## src/rtl/clct_two_pass_sort_ctrl.sv

```systemverilog
// Two-pass best-1-of-5 CLCT sorter: pass 1 finds clct0, pass 2 finds clct1
// with clct0's CFEB and a key-proximity busy window masked off.
//
// Ports:
//   clock, reset          : clock and synchronous active-high reset
//   sort_start            : one-cycle strobe, candidate buses sampled with it
//   pat_in/key_in/carry_in: packed per-CFEB candidates, CFEB0 in lsbs
//   sort_busy             : sort in progress (state != IDLE)
//   start_lost            : sort_start arrived while busy and was dropped
//   clct_vld              : one-cycle pulse when clct0/clct1 outputs update
//   clct0_*/clct1_*       : best and second-best candidate, held until next sort
module clct_two_pass_sort_ctrl #(
    parameter int MXCFEB     = 5,
    parameter int MXPATB     = 6,
    parameter int MXKEYB     = 5,
    parameter int MXKEYBX    = 8,
    parameter int MXPATC     = 11,
    parameter int BUSY_WIDTH = 4,
    parameter int MIN_SORT   = 1
) (
    input  logic                     clock,
    input  logic                     reset,
    input  logic                     sort_start,
    input  logic [MXCFEB*MXPATB-1:0] pat_in,
    input  logic [MXCFEB*MXKEYB-1:0] key_in,
    input  logic [MXCFEB*MXPATC-1:0] carry_in,
    output logic                     sort_busy,
    output logic                     start_lost,
    output logic                     clct_vld,
    output logic                     clct0_vld,
    output logic [MXPATB-1:0]        clct0_pat,
    output logic [MXKEYBX-1:0]       clct0_key,
    output logic [MXPATC-1:0]        clct0_carry,
    output logic                     clct1_vld,
    output logic [MXPATB-1:0]        clct1_pat,
    output logic [MXKEYBX-1:0]       clct1_key,
    output logic [MXPATC-1:0]        clct1_carry
);

    localparam int SKB = MXPATB - 1;

    typedef enum logic [1:0] {IDLE, PASS1, PASS2, DONE} state_t;

    state_t state, state_nxt;

    logic [MXCFEB*MXPATB-1:0] lat_pat;
    logic [MXCFEB*MXKEYB-1:0] lat_key;
    logic [MXCFEB*MXPATC-1:0] lat_carry;

    // clct0 is kept internally after pass 1 so outputs only move at DONE
    logic                c0_vld;
    logic [MXPATB-1:0]   c0_pat;
    logic [MXKEYBX-1:0]  c0_key;
    logic [MXPATC-1:0]   c0_carry;

    logic [MXCFEB*SKB-1:0] skp;
    logic [MXCFEB-1:0]     vld;
    logic [MXCFEB-1:0]     elig2;
    logic [3:0]            p1;
    logic [3:0]            p2;

    // Returns {found, index}; strict compare keeps the lowest index on ties
    function automatic logic [3:0] pick(
        input logic [MXCFEB-1:0]     el,
        input logic [MXCFEB*SKB-1:0] keys
    );
        logic           found;
        logic [2:0]     idx;
        logic [SKB-1:0] best;
        logic [SKB-1:0] k;
        found = 1'b0;
        idx   = '0;
        best  = '0;
        for (int i = 0; i < MXCFEB; i++) begin
            k = keys[i*SKB +: SKB];
            if (el[i] && (!found || k > best)) begin
                found = 1'b1;
                idx   = 3'(i);
                best  = k;
            end
        end
        return {found, idx};
    endfunction

    always_ff @(posedge clock) begin
        if (reset) state <= IDLE;
        else       state <= state_nxt;
    end

    always_comb begin
        state_nxt  = state;
        clct_vld   = 1'b0;
        sort_busy  = (state != IDLE);
        start_lost = sort_start && (state != IDLE) && !reset;
        case (state)
            IDLE:    if (sort_start) state_nxt = PASS1;
            PASS1:   state_nxt = PASS2;
            PASS2:   state_nxt = DONE;
            DONE: begin
                clct_vld  = 1'b1;
                state_nxt = IDLE;
            end
            default: state_nxt = IDLE;
        endcase
    end

    always_comb begin : sel
        logic [MXPATB-1:0]  p;
        logic [MXKEYBX-1:0] fk;
        logic [MXKEYBX:0]   a;
        logic [MXKEYBX:0]   b;
        logic [MXKEYBX:0]   d;
        skp   = '0;
        vld   = '0;
        elig2 = '0;
        for (int i = 0; i < MXCFEB; i++) begin
            p  = lat_pat[i*MXPATB +: MXPATB];
            skp[i*SKB +: SKB] = p[MXPATB-1:1];
            vld[i] = int'(p[MXPATB-1:1]) >= MIN_SORT;
            fk = {3'(i), lat_key[i*MXKEYB +: MXKEYB]};
            a  = {1'b0, fk};
            b  = {1'b0, c0_key};
            d  = (a >= b) ? a - b : b - a;
            // no wrap-around: distance is plain unsigned difference
            elig2[i] = vld[i] && c0_vld
                       && (3'(i) != c0_key[MXKEYBX-1:MXKEYB])
                       && (int'(d) > BUSY_WIDTH);
        end
        p1 = pick(vld, skp);
        p2 = pick(elig2, skp);
    end

    always_ff @(posedge clock) begin
        if (reset) begin
            lat_pat     <= '0;
            lat_key     <= '0;
            lat_carry   <= '0;
            c0_vld      <= 1'b0;
            c0_pat      <= '0;
            c0_key      <= '0;
            c0_carry    <= '0;
            clct0_vld   <= 1'b0;
            clct0_pat   <= '0;
            clct0_key   <= '0;
            clct0_carry <= '0;
            clct1_vld   <= 1'b0;
            clct1_pat   <= '0;
            clct1_key   <= '0;
            clct1_carry <= '0;
        end else begin
            if (state == IDLE && sort_start) begin
                lat_pat   <= pat_in;
                lat_key   <= key_in;
                lat_carry <= carry_in;
            end
            if (state == PASS1) begin
                c0_vld   <= p1[3];
                c0_pat   <= p1[3] ? lat_pat[int'(p1[2:0])*MXPATB +: MXPATB] : '0;
                c0_key   <= p1[3] ? {p1[2:0], lat_key[int'(p1[2:0])*MXKEYB +: MXKEYB]} : '0;
                c0_carry <= p1[3] ? lat_carry[int'(p1[2:0])*MXPATC +: MXPATC] : '0;
            end
            if (state == PASS2) begin
                clct0_vld   <= c0_vld;
                clct0_pat   <= c0_pat;
                clct0_key   <= c0_key;
                clct0_carry <= c0_carry;
                clct1_vld   <= p2[3];
                clct1_pat   <= p2[3] ? lat_pat[int'(p2[2:0])*MXPATB +: MXPATB] : '0;
                clct1_key   <= p2[3] ? {p2[2:0], lat_key[int'(p2[2:0])*MXKEYB +: MXKEYB]} : '0;
                clct1_carry <= p2[3] ? lat_carry[int'(p2[2:0])*MXPATC +: MXPATC] : '0;
            end
        end
    end

endmodule

```

## config.mk

```make
export PLATFORM = sky130hd
export DESIGN_NAME = clct_two_pass_sort_ctrl
export DESIGN_NICKNAME = d
export VERILOG_FILES = /design/src/rtl/clct_two_pass_sort_ctrl.sv
export SDC_FILE = /design/constraint.sdc
export NUM_CORES = 1
export LEC_CHECK = 0
export BUFFER_PORTS_ARGS = -buffer_cell sky130_fd_sc_hd__buf_4
export CORE_MARGIN = 2
export CORE_UTILIZATION = 60
export CTS_CLUSTER_DIAMETER = 200
export DETAILED_ROUTE_END_ITERATION = 10
export HOLD_SLACK_MARGIN = 0.08
export PLACE_DENSITY = 0.84
export SLEW_MARGIN = 30
export SYNTH_ARGS = -nofsm -noshare
export SYNTH_HDL_FRONTEND = slang
export SYNTH_SLANG_ARGS = --single-unit
```

## constraint.sdc

```tcl
create_clock -name clock -period 16.3 [get_ports clock]
set_clock_uncertainty 0.2 [all_clocks]
set_input_delay 3.26 -clock clock [delete_from_list [all_inputs] [get_ports clock]]
set_output_delay 3.26 -clock clock [all_outputs]
set_load 0.005 [all_outputs]
```

==> flow_metrics.py <==
metrics = {
    "clock_network": {
        "cts.repair.resized": 0,
        "cts_root_buf": "clkbuf_16",
        "cts.sinks": 190,
        "cts_setup_buffers": 0,
        "clk_path_buf_depth": 2,
        "clkTransAtPathRegs_ns": 0.08,
        "cts_tree": "built",
        "numCtsBuffers": 17,
        "cts-htree-levels": 4,
        "clock_latency_ns": 0.45,
        "cts_hold_buf": 0,
    },
    "detailed_routing": {
        "drt_first_iter_violations": 1202,
        "vias_per_cell": 6.26,
        "vias": 12200,
        "route.detailed.drc": 0,
        "drt-total-wl_um": 40700,
        "detail-route-antenna-nets": 0,
        "routedWlPerCell_um": 21.0,
        "drt_pass1_iterations": 7,
    },
    "place": {
        "port_buffers": 167,
        "gp_congestion": 1.00,
        "dpl.hpwl_um": 30600,
        "pre_cts_ws_ns": 4.92,
    },
    "synthesis": {
        "yosys_register_bits": 190,
        "synthMuxAreaShare_pct": 11.2,
        "yosysUniqueCellTypes": 86,
        "synth_xor_area_share_pct": 0.765,
        "synth-simple-area-share_pct": 19.2,
        "avgSynthCellArea_um2": 8.07,
        "synth_ff_type": "dfxtp_1",
        "synth_edf_count": 0,
        "synth_fa_ha_area_share_pct": 10.9,
        "syn_nets": 1777,
        "post_synth_inst_count": 1560,
        "synth_top_family_by_area": "compound AO/OA/AOI/OAI gates",
        "synth_compound_area_share_pct": 21.9,
        "synth_area_um2": 12600,
        "yosys_warnings": 0,
        "ys_seq_area_share_pct": 30.2,
        "ys_async_sr_fraction_pct": 0,
    },
    "worst_setup_path": {
        "crit_path_start": "c0_key[1]",
        "worstSetupEndpoint": "clct1_key[4]",
        "crit_top_cell": "o21a_1",
        "critPathArrivalTime_ns": 11.57,
        "cp_max_fo": 26,
        "crit_type": "flip-flop to flip-flop",
        "start_kind": "flip-flop",
        "cp_data_required_time_ns": 16.45,
        "end_kind": "flip-flop",
        "crit_slowest_cell": "dfxtp_1",
        "worstReg2RegEnd": "clct1_key[4]",
        "rr_worst_depth": 50,
        "rrSetupSlack_ns": 4.89,
        "rr_startpoint": "c0_key[1]",
        "cp_slowest_stage_delay_ns": 0.75,
    },
    "global_routing": {
        "grt_max_degree": 83,
        "grt_pass1_vias": 11600,
        "grt.total_usage_pct": 36.6,
        "grt_antenna_before_repair": 0,
        "grt_pass1_wl_um": 63800,
        "grt_overflow_total": 0,
    },
    "cells_and_area": {
        "syn_to_final_growth_pct": 15.1,
        "final.fill_count": 1681,
        "num_antenna_cells": 0,
        "fin_nets": 1878,
        "drive_gt1_share_pct": 16.3,
    },
    "sta": {
        "worst_slack_ns": 4.89,
        "rsz0062_at_grt": "no",
        "setup_violations": 0,
        "hold_viol": 0,
        "relSlewSlack_pct": 37.3,
        "max_freq_mhz": 87.6,
        "tns_ns": 0,
        "drv_slew": 0,
        "period_needed_ns": 11.41,
        "worstMarginPinSlew_ns": 0.941,
        "fin_crit_sh_pct": 70.0,
    },
    "floorplan": {
        "die_w_um": 149,
        "num_io_pins": 168,
        "initial_utilization_pct": 61.6,
        "fp.coreArea_um2": 20400,
        "dieArea_um2": 22200,
        "rows": 52,
        "die_h_um": 149,
    },
    "power_and_ir_drop": {
        "ir_drop_mv": 0.156,
        "power_density_nw_per_um2": 198,
        "p_leak_nw": 5.95,
        "p_total_w": 0.00286,
    },
    "min_path": {
        "hp-class": "flip-flop to flip-flop",
    },
    "status": {
        "run_status": "completed",
    },
    "run": {
        "drv_cap": 0,
    },
}
sequential cells by signal, indices dropped and copies added, names as in the netlist, 8 cells and up:
signal,count
c0_carry,11
c0_key,8
lat_pat,30
clct1_carry,11
clct0_key,8
clct1_key,8
lat_key,25
clct0_carry,11
lat_carry,55
stage by stage:
step                util (%)  cell area [um^2]  std cells  hold slack, ns
detailed placement      67.9             13900       1912           0.244
global route            70.9             14500       1944           0.291
global placement        67.8             13800       1911           0.233
finish                  70.9             14500       1944           0.263
floorplan                  -             12600       1560           0.215
CTS                     70.9             14500       1944           0.260
worst min-delay path by stage:
stage                start          end  cells past startpoint  slack [ns]
6_report         c0_pat[1]    c0_pat[1]                      2        0.26
5_1_grt        c0_carry[0]  c0_carry[0]                      2        0.29
4_1_cts          c0_pat[1]    c0_pat[1]                      2        0.26
3_5_place_dp   c0_carry[0]  c0_carry[0]                      2        0.24
3_3_place_gp     c0_pat[1]    c0_pat[1]                      2        0.23
2_1_floorplan    c0_pat[1]    c0_pat[1]                      2        0.22
cells in the final DEF (no fill, tap or decap), drive strengths merged, types with 23 or more instances in the layout:
master  count
ha         94
inv        78
a21oi     166
buf       183
nand3      35
nor2       75
o21a       31
nor2b      23
dfxtp     190
nand2     288
nand2b     24
mux2i     125
o21ai      64
synth_stat cells (6+ instances only):
| library cell | instances | area [um^2] |
|---|---|---|
| o221ai_1 | 6 | 52.6 |
| a32oi_1 | 14 | 123 |
| buf_4 | 9 | 67.6 |
| fa_1 | 10 | 200 |
| dfxtp_1 | 190 | 3800 |
| a221oi_1 | 16 | 140 |
| mux2i_1 | 125 | 1250 |
| xor2_1 | 6 | 52.6 |
| a22oi_1 | 12 | 90.1 |
| clkbuf_1 | 57 | 214 |
| nor2b_1 | 23 | 144 |
| mux2_2 | 13 | 146 |
| and2_1 | 22 | 138 |
| ha_1 | 94 | 1180 |
| or2_2 | 9 | 56.3 |
| nand2b_1 | 24 | 150 |
| inv_1 | 66 | 248 |
| o21ai_0 | 49 | 245 |
| o211ai_1 | 7 | 52.6 |
| o22ai_1 | 8 | 50.1 |
| a21oi_1 | 164 | 821 |
| nand4_1 | 14 | 87.6 |
| a22o_1 | 7 | 61.3 |
| nand2_1 | 287 | 1080 |
| nor2_1 | 73 | 274 |
| o21a_1 | 30 | 225 |
| a21o_1 | 18 | 135 |
| nand3_1 | 35 | 175 |
| buf_2 | 27 | 135 |
| a31oi_1 | 6 | 37.5 |
| nor3_1 | 12 | 60.1 |
| a211oi_1 | 6 | 45.0 |
| o21ai_1 | 15 | 75.1 |
critical path, delay by kind of cell (launching register included):
kind,cells,cell delay [ns]
fa+ha+maj,5,1.74
flops,1,0.75
mux,1,0.35
compound gates,28,5.59
simple gates,10,1.59
buf+inv,6,1.08
logic make-up after synthesis:
kind of cell               after synthesis
and+or+nand+nor                        533
AOI/OAI and AO/OA                      414
DFF                                    190
buffers and inverters                  169
muxes                                  139
adders and majority gates              104
xor gates and xnor gates                11
cell type report:
class	count	area (um^2)	area share, %
multi-input cells	1201	8100	55.9
repair buffers	183	1380	9.51
well taps	270	338	2.33
clock buffers	17	425	2.94
inverters	68	255	1.76
flip-flops and latches	190	3800	26.2
clock inverters	15	193	1.33
power breakdown:
part	total (W)	internal, W	switching [W]
logic	0.00175	0.000696	0.00106
registers	0.000669	0.000543	0.000126
clock network	0.000443	0.000213	0.000230
metal layers:
layer  vias up  share of wire [%]  global-route usage [%]
met5         -                  0                       0
met4         0                4.5                    16.0
met3       117                8.8                    4.98
met2       642                 45                    58.3
met1      5683                 41                    49.9
li1       5728                  -                       -
Note: power is estimated with default switching activity, not from simulation.
